[src/rtl/wait_handshake_ctrl.sv]
// PC increment/hold control for WAIT: hold the PC until a debounced switch high->low handshake.
// Latency: PCincr drops combinationally on wait_req; release comes 1 cycle after flag_clean falls; ack_pulse follows 1 cycle later.
// Backpressure: none; a WAIT holds the PC indefinitely. Define WAIT_TIMEOUT_EN to add a TIMEOUT_CYCLES expiry.
module wait_handshake_ctrl #(
    parameter int SYNC_STAGES     = 2,
    parameter int DEBOUNCE_CYCLES = 16,
    parameter int TIMEOUT_CYCLES  = 1024
) (
    input  logic clk,
    input  logic reset,
    input  logic wait_req,
    input  logic sw_raw,
    output logic PCincr,
    output logic flag_clean,
    output logic ack_pulse,
    output logic busy,
    output logic timeout
);

    localparam int DW = $clog2(DEBOUNCE_CYCLES + 1);
    localparam logic [DW-1:0] DEB_LAST = DW'(DEBOUNCE_CYCLES - 1);

    typedef enum logic [1:0] {IDLE, ARM, WAIT_LO, RELEASE} state_t;

    state_t                 state_q, state_d;
    logic [SYNC_STAGES-1:0] sync_q, sync_d;
    logic [DW-1:0]          deb_cnt_q, deb_cnt_d;
    logic                   flag_q, flag_d;
    logic                   ack_q, ack_d;
    logic                   sync_lvl;
    logic                   in_wait;
    logic                   expire;

    assign sync_lvl = sync_q[SYNC_STAGES-1];
    assign in_wait  = (state_q == ARM) || (state_q == WAIT_LO);

    // The counter measures how long the synchronised level has disagreed with flag_clean.
    always_comb begin
        sync_d    = {sync_q[SYNC_STAGES-2:0], sw_raw};
        deb_cnt_d = deb_cnt_q;
        flag_d    = flag_q;
        if (sync_lvl == flag_q) begin
            deb_cnt_d = '0;
        end else if (deb_cnt_q >= DEB_LAST) begin
            flag_d    = sync_lvl;
            deb_cnt_d = '0;
        end else begin
            deb_cnt_d = deb_cnt_q + 1'b1;
        end
    end

`ifdef WAIT_TIMEOUT_EN
    localparam int TW = $clog2(TIMEOUT_CYCLES + 1);
    localparam logic [TW-1:0] TO_LAST = TW'(TIMEOUT_CYCLES - 1);

    logic [TW-1:0] to_cnt_q, to_cnt_d;
    logic          to_flag_q, to_flag_d;

    always_comb begin
        expire    = in_wait && (to_cnt_q == TO_LAST);
        to_cnt_d  = '0;
        to_flag_d = to_flag_q | expire;
        if (in_wait && !expire) begin
            to_cnt_d = to_cnt_q + 1'b1;
        end
    end

    always_ff @(posedge clk or negedge reset) begin
        if (!reset) begin
            to_cnt_q  <= '0;
            to_flag_q <= 1'b0;
        end else begin
            to_cnt_q  <= to_cnt_d;
            to_flag_q <= to_flag_d;
        end
    end

    assign timeout = to_flag_q;
`else
    // Without the timer a WAIT never expires.
    assign expire  = (TIMEOUT_CYCLES < 0);
    assign timeout = 1'b0;
`endif

    always_comb begin
        state_d = state_q;
        ack_d   = 1'b0;
        PCincr  = 1'b0;
        busy    = 1'b0;
        unique case (state_q)
            IDLE: begin
                PCincr = ~wait_req;
                if (wait_req) begin
                    state_d = ARM;
                end
            end
            ARM: begin
                busy = 1'b1;
                if (expire) begin
                    state_d = RELEASE;
                end else if (flag_q) begin
                    state_d = WAIT_LO;
                end
            end
            WAIT_LO: begin
                busy = 1'b1;
                if (expire || !flag_q) begin
                    state_d = RELEASE;
                end
            end
            RELEASE: begin
                PCincr  = 1'b1;
                ack_d   = 1'b1;
                state_d = IDLE;
            end
            default: state_d = IDLE;
        endcase
    end

    always_ff @(posedge clk or negedge reset) begin
        if (!reset) begin
            state_q   <= IDLE;
            sync_q    <= '0;
            deb_cnt_q <= '0;
            flag_q    <= 1'b0;
            ack_q     <= 1'b0;
        end else begin
            state_q   <= state_d;
            sync_q    <= sync_d;
            deb_cnt_q <= deb_cnt_d;
            flag_q    <= flag_d;
            ack_q     <= ack_d;
        end
    end

    assign flag_clean = flag_q;
    assign ack_pulse  = ack_q;

endmodule

[config.mk]
export PLATFORM = sky130hd
export DESIGN_NAME = wait_handshake_ctrl
export DESIGN_NICKNAME = d
export VERILOG_FILES = /design/src/rtl/wait_handshake_ctrl.sv
export SDC_FILE = /design/constraint.sdc
export NUM_CORES = 1
export LEC_CHECK = 0
export ABC_AREA = 1
export CAP_MARGIN = 20
export CORE_AREA = 2 2 39 41
export DETAILED_ROUTE_END_ITERATION = 8
export DIE_AREA = 0 0 41 43
export GPL_TIMING_DRIVEN = 0
export PLACE_DENSITY = 0.63
export RECOVER_POWER = 50
export SLEW_MARGIN = 25
export SYNTH_ARGS = -nofsm -noshare
export SYNTH_HDL_FRONTEND = slang
export SYNTH_SLANG_ARGS = --single-unit
[constraint.sdc]
create_clock -name clk -period 1.6 [get_ports clk]
set_clock_uncertainty 0.1 [all_clocks]
set_input_delay 0.4 -clock clk [delete_from_list [all_inputs] [get_ports clk]]
set_output_delay 0.4 -clock clk [all_outputs]
set_load 0.1 [all_outputs]
==> metrics.txt, run 1 <==
leakage roughly 0.43 nW; number of global-route vias before repair ~400; syn avg cell area 8.720 um2; largest net degree at the start of global routing 12; Reg clk slew, reported paths 0.07 ns; failing checks setup timing; status finished, violations left; Pre-Repair DR Iteration Count 4; hold_buf cts 0; Critical-path top delay cell dfrtp_1; Final Total Pwr 1.576 mW; WL/cell 9.838 um; largest family of logic cells by synthesized area simple AND/OR/NAND/NOR gates; initial antenna violation count 0; FP Rows 14; CTS tree built; RSZ-0062 raised after global routing true; min cycle time layout about 1.8 ns; syn nets 76; Util after Layout 0.5687; post-synthesis mux area share 0; layout cells sized above 1 0.2892; core area between 1000 and 1500 um2; min-delay src sync_q[0]$_DFF_PN0_; gr usage total 0.1401; H-tree lvl count 1; Die Span X between 40 and 50 um; crit-path max cell delay just over 0.4 ns; # clock sinks 11; worst reg-to-reg path cell count 8; RR Startpoint deb_cnt_q[0]$_DFF_PN0_; post-synthesis adder-cell area fraction 0.1545; WP depth 4; # diodes 0; Antenna Violating Nets Remaining 0; HPWL after DPL approximately 670 um; starting density of the core 0.4096; worst vdd ir ~1.6 mV; final setup TNS -0.3934 ns; max_cap viols 0; fin nets 95; Cell Chain, Critical Path inv_2 > ha_4 > a21oi_4 > buf_12; f_max 556.6 MHz; Root Buffer clkbuf_4; Area Growth Syn to Fin 38.85%; yosys warns 0; Hold Path Class reg2reg; crit share post-route 1.123; pwr dens ~2000 nW/um2; DR vias 434; DR DRC count 0; Compound-Gate Fraction of Synth Area 0.008830; grt ovf 0; Mapped Cells 65; DR iter-0 viols 4; number of buffers created by CTS 3; Critical path origin state_q[0]$_DFFE_PN0P_; CP bufs+invs 2; XOR/XNOR Fraction of Synth Area 0.03091; Skew-Pair Late Insertion Delay 0.26 ns; crit path DAT 1.30 ns; flops & latches, synth 11; Mapped Area 566.8 um2; Port Buf Inserts 7; IO Pins 9; first-pass GRT wire length 1.552 mm; Crit. End Element output pin; non-filler cells, final 99; dpl ws -1.140 ns; DP Cell Count 88; most frequent cells in the layout nand2_1, dfrtp_1, buf_4; Longest Clk Path Bufs 2; most common cell after layout, fill and taps aside nand2_1; final setup vio count 2; critical path class reg2out; part of the Yosys area used for sequential elements 0.4857; Synth Area in Simple Gates 0.2274; setup ws final -0.1967 ns; final hold viol count 0; die area 1763 um2; Die Ht 43 um; CP startpoint kind flop; Slew Limit Fails 0; Largest delay share family, worst path flip-flops; GPL Wtd Cong 0.6617; Yosys cell types 11; WHS Path Cells 0; Req. time, crit path 1.10 ns; drt via density 4.384; Worst Path Max Fanout 3; Routed WL 974 um
==> final cells by class <==
| cell class | instances | area, um2 |
|---|---|---|
| multi-input cells | 42 | 294.0 |
| plain buffers | 1 | 7.507 |
| fillers | 126 | 596.8 |
| repair buffers | 14 | 122.6 |
| clock buffers | 4 | 26.28 |
| flip-flops and latches | 11 | 275.3 |
| inverters | 11 | 41.29 |
| well taps | 16 | 20.02 |
==> final timing paths <==
kind | slack [ns] | end
worst max-delay path | -0.20 | PCincr
worst min-delay path | 0.25 | sync_q[1]$_DFF_PN0_
worst max register to register | 0.12 | flag_clean$_DFFE_PN0P_
worst min register to register | 0.25 | sync_q[1]$_DFF_PN0_
max in group asynchronous | 0.64 | state_q[1]$_DFFE_PN0P_
min in group asynchronous | 0.43 | deb_cnt_q[0]$_DFF_PN0_
==> layer usage <==
metal | track usage | vias up | wire length [um]
met2 | 0.2094 | 5 | 487
li1 | - | 235 | -
met4 | 0.1000 | 0 | 9
met5 | 0 | - | 0
met1 | 0.1570 | 192 | 451
met3 | 0.04712 | 2 | 26
==> cells by family after synthesis <==
| group | count (synthesis) |
|---|---|
| flip-flops | 11 |
| AO/OA/AOI/OAI | 1 |
| AND/OR/NAND/NOR | 31 |
| other | 1 |
| buffers and inverters | 12 |
| adder cells (fa/ha/maj) | 7 |
| XOR/XNOR | 2 |
==> what timing repair did <==
| item | in CTS | in global routing |
|---|---|---|
| resized for setup | 32 | 2 |
| pin swaps | 3 | 0 |
| endpoints found under the setup margin | 4 | 8 |
| buffers inserted | 7 | 0 |
| cloned | 0 | 0 |
==> flip-flops by register name, indices dropped and copies added (netlist names) <==
register / flops
state_q: 2
ack_pulse: 1
flag_clean: 1
deb_cnt_q: 5
sync_q: 2
==> metrics by stage <==
step	instance area [um2]	hold slack, ns
floorplan	590.6	0.004409
global placement	680.7	0.2332
detailed placement	680.7	0.2381
CTS	779.5	0.2534
global route	787.0	0.2554
finish	787.0	0.2522
==> Yosys cell counts <==
| cell | number | area, um2 |
|---|---|---|
| ha_1 | 7 | 87.58 |
| xor2_1 | 2 | 17.52 |
| nand4_1 | 3 | 18.77 |
| a21oi_1 | 1 | 5.000 |
| dfrtp_1 | 11 | 275.3 |
| nand2_1 | 17 | 63.81 |
| inv_1 | 11 | 41.29 |
| nor2_1 | 7 | 26.28 |
| nand3_1 | 4 | 20.02 |
| conb_1 | 1 | 3.750 |
| buf_4 | 1 | 7.510 |
==> report_power, final <==
part	total (mW)	switching [mW]	internal, mW	leakage (nW)
clock	0.184	0.0876	0.0964	0.0150
sequential	0.359	0.0339	0.325	0.142
combinational	1.03	0.667	0.366	0.270
No activity file was read; power rests on OpenSTA's default activity.
==> run 2: changes to the inputs <==
--- a/config.mk
+++ b/config.mk
@@ -10,7 +10,7 @@
 export CORE_AREA = 2 2 39 41
 export DETAILED_ROUTE_END_ITERATION = 8
 export DIE_AREA = 0 0 41 43
-export GPL_TIMING_DRIVEN = 0
+export GPL_TIMING_DRIVEN = 1
 export PLACE_DENSITY = 0.63
 export RECOVER_POWER = 50
 export SLEW_MARGIN = 25
==> run 2 against run 1 <==
  * The flow still finishes with violations (setup timing)
  * Final cell count stayed put
  * Core utilization is 2.5 points higher
  * Wire length stayed put
  * First-iteration DRC count is 25% higher
  * Largest cell class unchanged
  * Global-route usage is 0.23 points higher
  * Largest power group unchanged
  * Critical endpoint unchanged
  * Critical path depth stayed put
  * Final area is 4.5% higher
  * Worst setup slack worse by 0.027 ns
  * Die area stayed put
==> metrics.txt, run 2 (synthesis results as in run 1) <==
starting density of the core 0.4096 (unchanged); final setup vio count 2 (unchanged); dpl ws -0.1724 ns (+0.9673 ns); RSZ-0062 raised after global routing true; Antenna Violating Nets Remaining 0 (unchanged); max reg flops 5 (unchanged); IO Pins 9 (unchanged); # diodes 0 (unchanged); # clock sinks 11 (unchanged); fin nets 95 (unchanged); Req. time, crit path 1.10 ns (about the same); WHS Path Cells 0 (unchanged); Skew-Pair Late Insertion Delay 0.27 ns (about the same); DR iter-0 viols 5 (+1); Worst Path Max Fanout 3 (unchanged); crit path DAT 1.32 ns (+0.02 ns); Crit. End Element output pin; top layer used by detailed routing met4; drt via density 4.343 (-0.92%); top flop regs deb_cnt_q: 5 flops, state_q: 2 flops, sync_q: 2 flops; DRT met1 WL 445 um (-1.3%); layout cells sized above 1 0.2530 (-0.03614); Worst Hold Slack 0.2500 ns (-0.002204 ns); CP startpoint kind flop; status finished, violations left; Hold Path Class reg2reg; met3 wire len 18 um (-31%); initial antenna violation count 0 (unchanged); fillcell total 119 (-5.6%); Reg clk slew, reported paths 0.07 ns (about the same); min cycle time layout 1.824 ns (+0.02747 ns); final setup TNS -0.4278 ns (-0.03441 ns); Root Buffer clkbuf_4; DP Cell Count 90 (+2.3%); critical path class reg2out; H-tree lvl count 1 (unchanged); number of global-route vias before repair 403 (+0.50%); grt ovf 0 (unchanged); Area Growth Syn to Fin 45.03%; DR vias 430 (-0.92%); Routed WL 974 um (unchanged); Die Span X 41 um (unchanged); number of buffers created by CTS 3 (unchanged); Port Buf Inserts 7 (unchanged); pwr dens 2157 nW/um2 (+7.7%); worst vdd ir 2.154 mV (+33%); hold_buf cts 0 (unchanged); die area 1763 um2 (unchanged); HPWL after DPL 747.1 um (+12%); Pre-Repair DR Iteration Count 3 (-1); Longest Clk Path Bufs 2 (unchanged); most common cell after layout, fill and taps aside nand2_1; CTS tree built; worst reg-to-reg path cell count 8 (unchanged); first-pass GRT wire length 1.607 mm (+3.5%); leakage 0.4409 nW (+3.3%); GPL Wtd Cong 0.6645 (+0.42%); DR DRC count 0 (unchanged); Slew Limit Fails 0 (unchanged); met2 wire len 501 um (+2.9%); Reg with most FFs deb_cnt_q; final hold viol count 0 (unchanged); WL/cell 9.838 um (unchanged); failing checks setup timing; most frequent cells in the layout nand2_1, dfrtp_1, inv_1; FP Rows 14 (unchanged); non-filler cells, final 99 (unchanged); setup ws final -0.2242 ns (-0.02747 ns); largest net degree at the start of global routing 12 (unchanged); Die Ht 43 um (unchanged); max_cap viols 0 (unchanged); f_max 548.2 MHz (-1.5%); crit share post-route 1.140 (+0.01717); core area 1384 um2 (unchanged); gr usage total 0.1424 (+0.002336)
## run 2: worst paths after layout
| check | startpoint | to | slack (ns) |
|---|---|---|---|
| hold / removal | sync_q[0]$_DFF_PN0_ | sync_q[1]$_DFF_PN0_ | 0.25 |
| hold reg to reg | sync_q[0]$_DFF_PN0_ | sync_q[1]$_DFF_PN0_ | 0.25 |
| setup / recovery | state_q[0]$_DFFE_PN0P_ | PCincr | -0.22 |
| setup reg to reg | deb_cnt_q[1]$_DFF_PN0_ | flag_clean$_DFFE_PN0P_ | 0.13 |
| min in group asynchronous | reset | deb_cnt_q[1]$_DFF_PN0_ | 0.42 |
| max in group asynchronous | reset | deb_cnt_q[4]$_DFF_PN0_ | 0.66 |
## run 2: repair_timing
item                                    CTS  global route
pin swaps                                 1             2
gates resized for setup                   2             1
endpoints found under the hold margin     0             0
buffers inserted                          4             1
endpoints found under the setup margin    2             7
## run 2: where the power goes
part	total, mW	leakage [nW]	switching, mW	internal, mW
combinational	1.22	0.284	0.681	0.537
clock	0.187	0.0150	0.0909	0.0965
sequential	0.367	0.142	0.0419	0.325
## run 2: area by class of cell
cell class                      instances  area [um2]  share of cell area
Multi-Input combinational cell         42       276.5              0.3364
Sequential cell                        11       275.3              0.3349
Timing Repair Buffer                   15       182.7              0.2222
Inverter                               11       41.29             0.05023
Clock buffer                            4       26.28             0.03196
Tap cell                               16       20.02             0.02435
## run 2: critical path, cell delays in order (launching register included)
cell     delay [ns]
dfrtp_1        0.40
inv_2          0.07
ha_4           0.26
a21oi_4        0.13
buf_12         0.18
## run 2: routing by layer
metal	GRT usage	vias to the layer above
li1	-	233
met3	0.01571	2
met1	0.1890	190
met4	0.1200	0
met2	0.1969	5
met5	0	-
## run 2: stage by stage
stage / area [um2] / util / total power [mW]
after global routing: 822.0 / 0.5940 / 1.869
after CTS: 799.5 / 0.5778 / 1.674
after detailed placement: 735.7 / 0.5316 / 1.388
after global placement: 735.7 / 0.5316 / 1.378
after floorplan: 590.6 / - / 1.074
final: 822.0 / 0.5940 / 1.773
==> run 3: changes to the inputs <==
--- a/config.mk
+++ b/config.mk
@@ -5,13 +5,13 @@
 export SDC_FILE = /design/constraint.sdc
 export NUM_CORES = 1
 export LEC_CHECK = 0
-export ABC_AREA = 1
+export ABC_AREA = 0
 export CAP_MARGIN = 20
 export CORE_AREA = 2 2 39 41
 export DETAILED_ROUTE_END_ITERATION = 8
 export DIE_AREA = 0 0 41 43
 export GPL_TIMING_DRIVEN = 1
-export PLACE_DENSITY = 0.63
+export PLACE_DENSITY = 0.6
 export RECOVER_POWER = 50
 export SLEW_MARGIN = 25
 export SYNTH_ARGS = -nofsm -noshare
==> run 3 against run 2 <==
  * First-iteration DRC count is 60% lower
  * Maximum frequency is 2.5% higher
  * Sequential cell count stayed put
  * Largest cell class unchanged
  * Die area stayed put
  * Area after synthesis is 5.1% lower
  * Global-route usage is 0.10 points higher
  * Sequential share of layout area is 1.5 points lower
  * Wire length is 0.41% lower
  * Synthesized cell count is 26% lower
  * The run still ends with setup timing left
  * Critical endpoint unchanged
==> metrics.txt, run 3 <==
gr usage total 0.1434 (+0.001025); HPWL after DPL 677.3 um (-9.3%); Util after Layout 0.6302 (+0.03617); DR vias 388 (-9.8%); r2r setup slk -0.15 ns (-0.28 ns); RSZ-0062 raised after global routing true; non-filler cells, final 87 (-12%); Cell Chain, Critical Path inv_2 > ha_4 > nor2_4 > buf_12; DR iter-0 viols 2 (-3); busiest layer in global routing met2; syn nets 59 (-22%); Largest delay share family, worst path flip-flops; Antenna Violating Nets Remaining 0 (unchanged); starting density of the core 0.3888 (-0.02080); fin nets 83 (-13%); Hold Path Class reg2reg; GPL Wtd Cong 0.7419 (+12%); min cycle time layout 1.780 ns (-0.04432 ns); most frequent cells in the layout buf_4, dfrtp_1, nor2_1; Die Ht 43 um (unchanged); Reg-to-Reg End state_q[1]$_DFFE_PN0P_; number of global-route vias before repair 413 (+2.5%); Yosys cell types 19 (+8); max reg flops 5 (unchanged); met3 Track Usage GR 0.09424 (+0.07853); crit share post-route 1.112 (-0.02770); Area Growth Syn to Fin 62.09%; core area 1384 um2 (unchanged); WP depth 4 (unchanged); Root Buffer clkbuf_4; status finished, violations left; IO Pins 9 (unchanged); most common library cells after synthesis dfrtp_1, nor2_1, ha_1; setup ws final -0.1799 ns (+0.04431 ns); Mapped Cells 48 (-26%); H-tree lvl count 1 (unchanged); Reg with most FFs deb_cnt_q; initial antenna violation count 0 (unchanged); final hold viol count 0 (unchanged); critical path class reg2out; area leader, netlist dfrtp_1; # diodes 0 (unchanged); M2 GR Usage 0.1906 (-0.006250); largest net degree at the start of global routing 7 (-5); final setup vio count 4 (+2); met1 Track Usage GR 0.1890 (unchanged); Skew-Pair Late Insertion Delay 0.27 ns (about the same); WL/cell 11.15 um (+13%); main flop type after synthesis dfrtp_1; Mapped Area 538.0 um2 (-5.1%); DP Cell Count 78 (-13%); crit path DAT 1.28 ns (-0.04 ns); layout cells sized above 1 0.5211 (+0.2681); Post-synth EDFFs 0 (unchanged); Routed WL 970 um (-0.41%); syn avg cell area 11.21 um2 (+29%); crit path to PCincr; FP Rows 14 (unchanged); max_cap viols 0 (unchanged); Crit. End Element output pin; grt ovf 0 (unchanged); Post-synth ARST share 1.000 (unchanged); worst reg-to-reg path cell count 5 (-3); Slew Limit Fails 0 (unchanged); most numerous cell in the Yosys netlist dfrtp_1; part of the Yosys area used for sequential elements 0.5116 (+0.02598); Req. time, crit path 1.10 ns (about the same); Reg clk slew, reported paths 0.06 ns (about the same); most common cell after layout, fill and taps aside buf_4; Pre-Repair DR Iteration Count 2 (-1); top flop regs deb_cnt_q: 5 flops, state_q: 2 flops, sync_q: 2 flops; Die Span X 41 um (unchanged); CP bufs+invs 2 (unchanged); CTS tree built; # clock sinks 11 (unchanged); Critical-path top delay cell dfrtp_1; Synth top area share 0.5116 (+0.02598); final setup TNS -0.5287 ns (-0.1009 ns); placed instance area 770.7 um2 (+4.8%); final non-filler cell area 872.1 um2 (+6.1%); flops & latches, synth 11 (unchanged); f_max 561.8 MHz (+2.5%); crit-path max cell delay 0.41 ns (about the same); Longest Clk Path Bufs 2 (unchanged); failing checks setup timing; min-delay src sync_q[0]$_DFF_PN0_; number of buffers created by CTS 3 (unchanged); first-pass GRT wire length 1.635 mm (+1.7%); drt via density 4.460 (+2.7%); Port Buf Inserts 7 (unchanged); top cells by area, synth dfrtp_1, ha_1, nor2_1; die area 1763 um2 (unchanged); CP startpoint kind flop; Worst Path Max Fanout 3 (unchanged); Critical path origin state_q[0]$_DFFE_PN0P_; yosys warns 0 (unchanged); DR DRC count 0 (unchanged); RR Startpoint state_q[1]$_DFFE_PN0P_
run 3: changes by cell type in the layout (fill, tap and decap cells not counted), sizes merged, moves of 2 or more:
cell   previous run  this run
nand2            17         2
buf              12        17
nand4             3         1
mux2              0         2
inv              11         4
nand3             4         2
run 3: worst min path at each step:
| stage | endpoint | slack (ns) | cells after the start |
|---|---|---|---|
| CTS | sync_q[1]$_DFF_PN0_ | 0.25 | 0 |
| finish | sync_q[1]$_DFF_PN0_ | 0.25 | 0 |
| global placement | sync_q[1]$_DFF_PN0_ | 0.23 | 0 |
| global route | sync_q[1]$_DFF_PN0_ | 0.27 | 0 |
| detailed placement | sync_q[1]$_DFF_PN0_ | 0.24 | 0 |
| floorplan | ack_pulse$_DFF_PN0_ | 0.004 | 0 |
run 3: metal layers:
metal | up-vias | part of all wire
li1 | 201 | -
met1 | 177 | 0.46
met2 | 8 | 0.48
met3 | 2 | 0.052
met4 | 0 | 0.0062
met5 | - | 0
run 3: per-stage QoR:
stage | hold slack [ns] | setup WS (ns)
after CTS | 0.2529 | -0.1781
after floorplan | 0.004409 | -0.2107
after detailed placement | 0.2387 | -0.2943
after global placement | 0.2326 | -0.2751
final | 0.2505 | -0.1799
after global routing | 0.2708 | -0.2512
run 3: area by class of cell:
class	count	area, um2
inverters	5	20.02
well taps	16	20.02
multi-input cells	31	316.6
fillers	105	511.7
flip-flops and latches	11	279.0
repair buffers	20	210.2
clock buffers	4	26.28
run 3: worst register-to-register path: cells and delay by family, from the launching register on:
family | cells | cell delay, ns
compound gates | 1 | 0.39
fa+ha+maj | 1 | 0.15
buf+inv | 2 | 0.28
flops | 1 | 0.40
mux | 1 | 0.31
run 3: timing repair:
action                     CTS  global route
gates resized for setup      9             1
hold buffers                 0             0
hold endpoints to repair     0             0
pin swaps                    3             0
buffers inserted             4             1
setup endpoints to repair    4             5
run 3: kinds of logic (layout without fill, tap and decap cells):
kind of cell    Yosys count  count (layout)  share of synthesized area
other cells               1               1                   0.006970
mux                       3               3                    0.06743
buf+inv                   6              29                    0.04883
flops                    11              11                     0.5116
fa+ha+maj                 7               7                     0.1628
compound gates            2               2                    0.03022
xor+xnor                  3               3                    0.04885
simple gates             15              15                     0.1233
Power of run 3 is left out: the tool's default activity adds up to more than one toggle a clock period on the data nets, which glitch-free logic cannot reach.
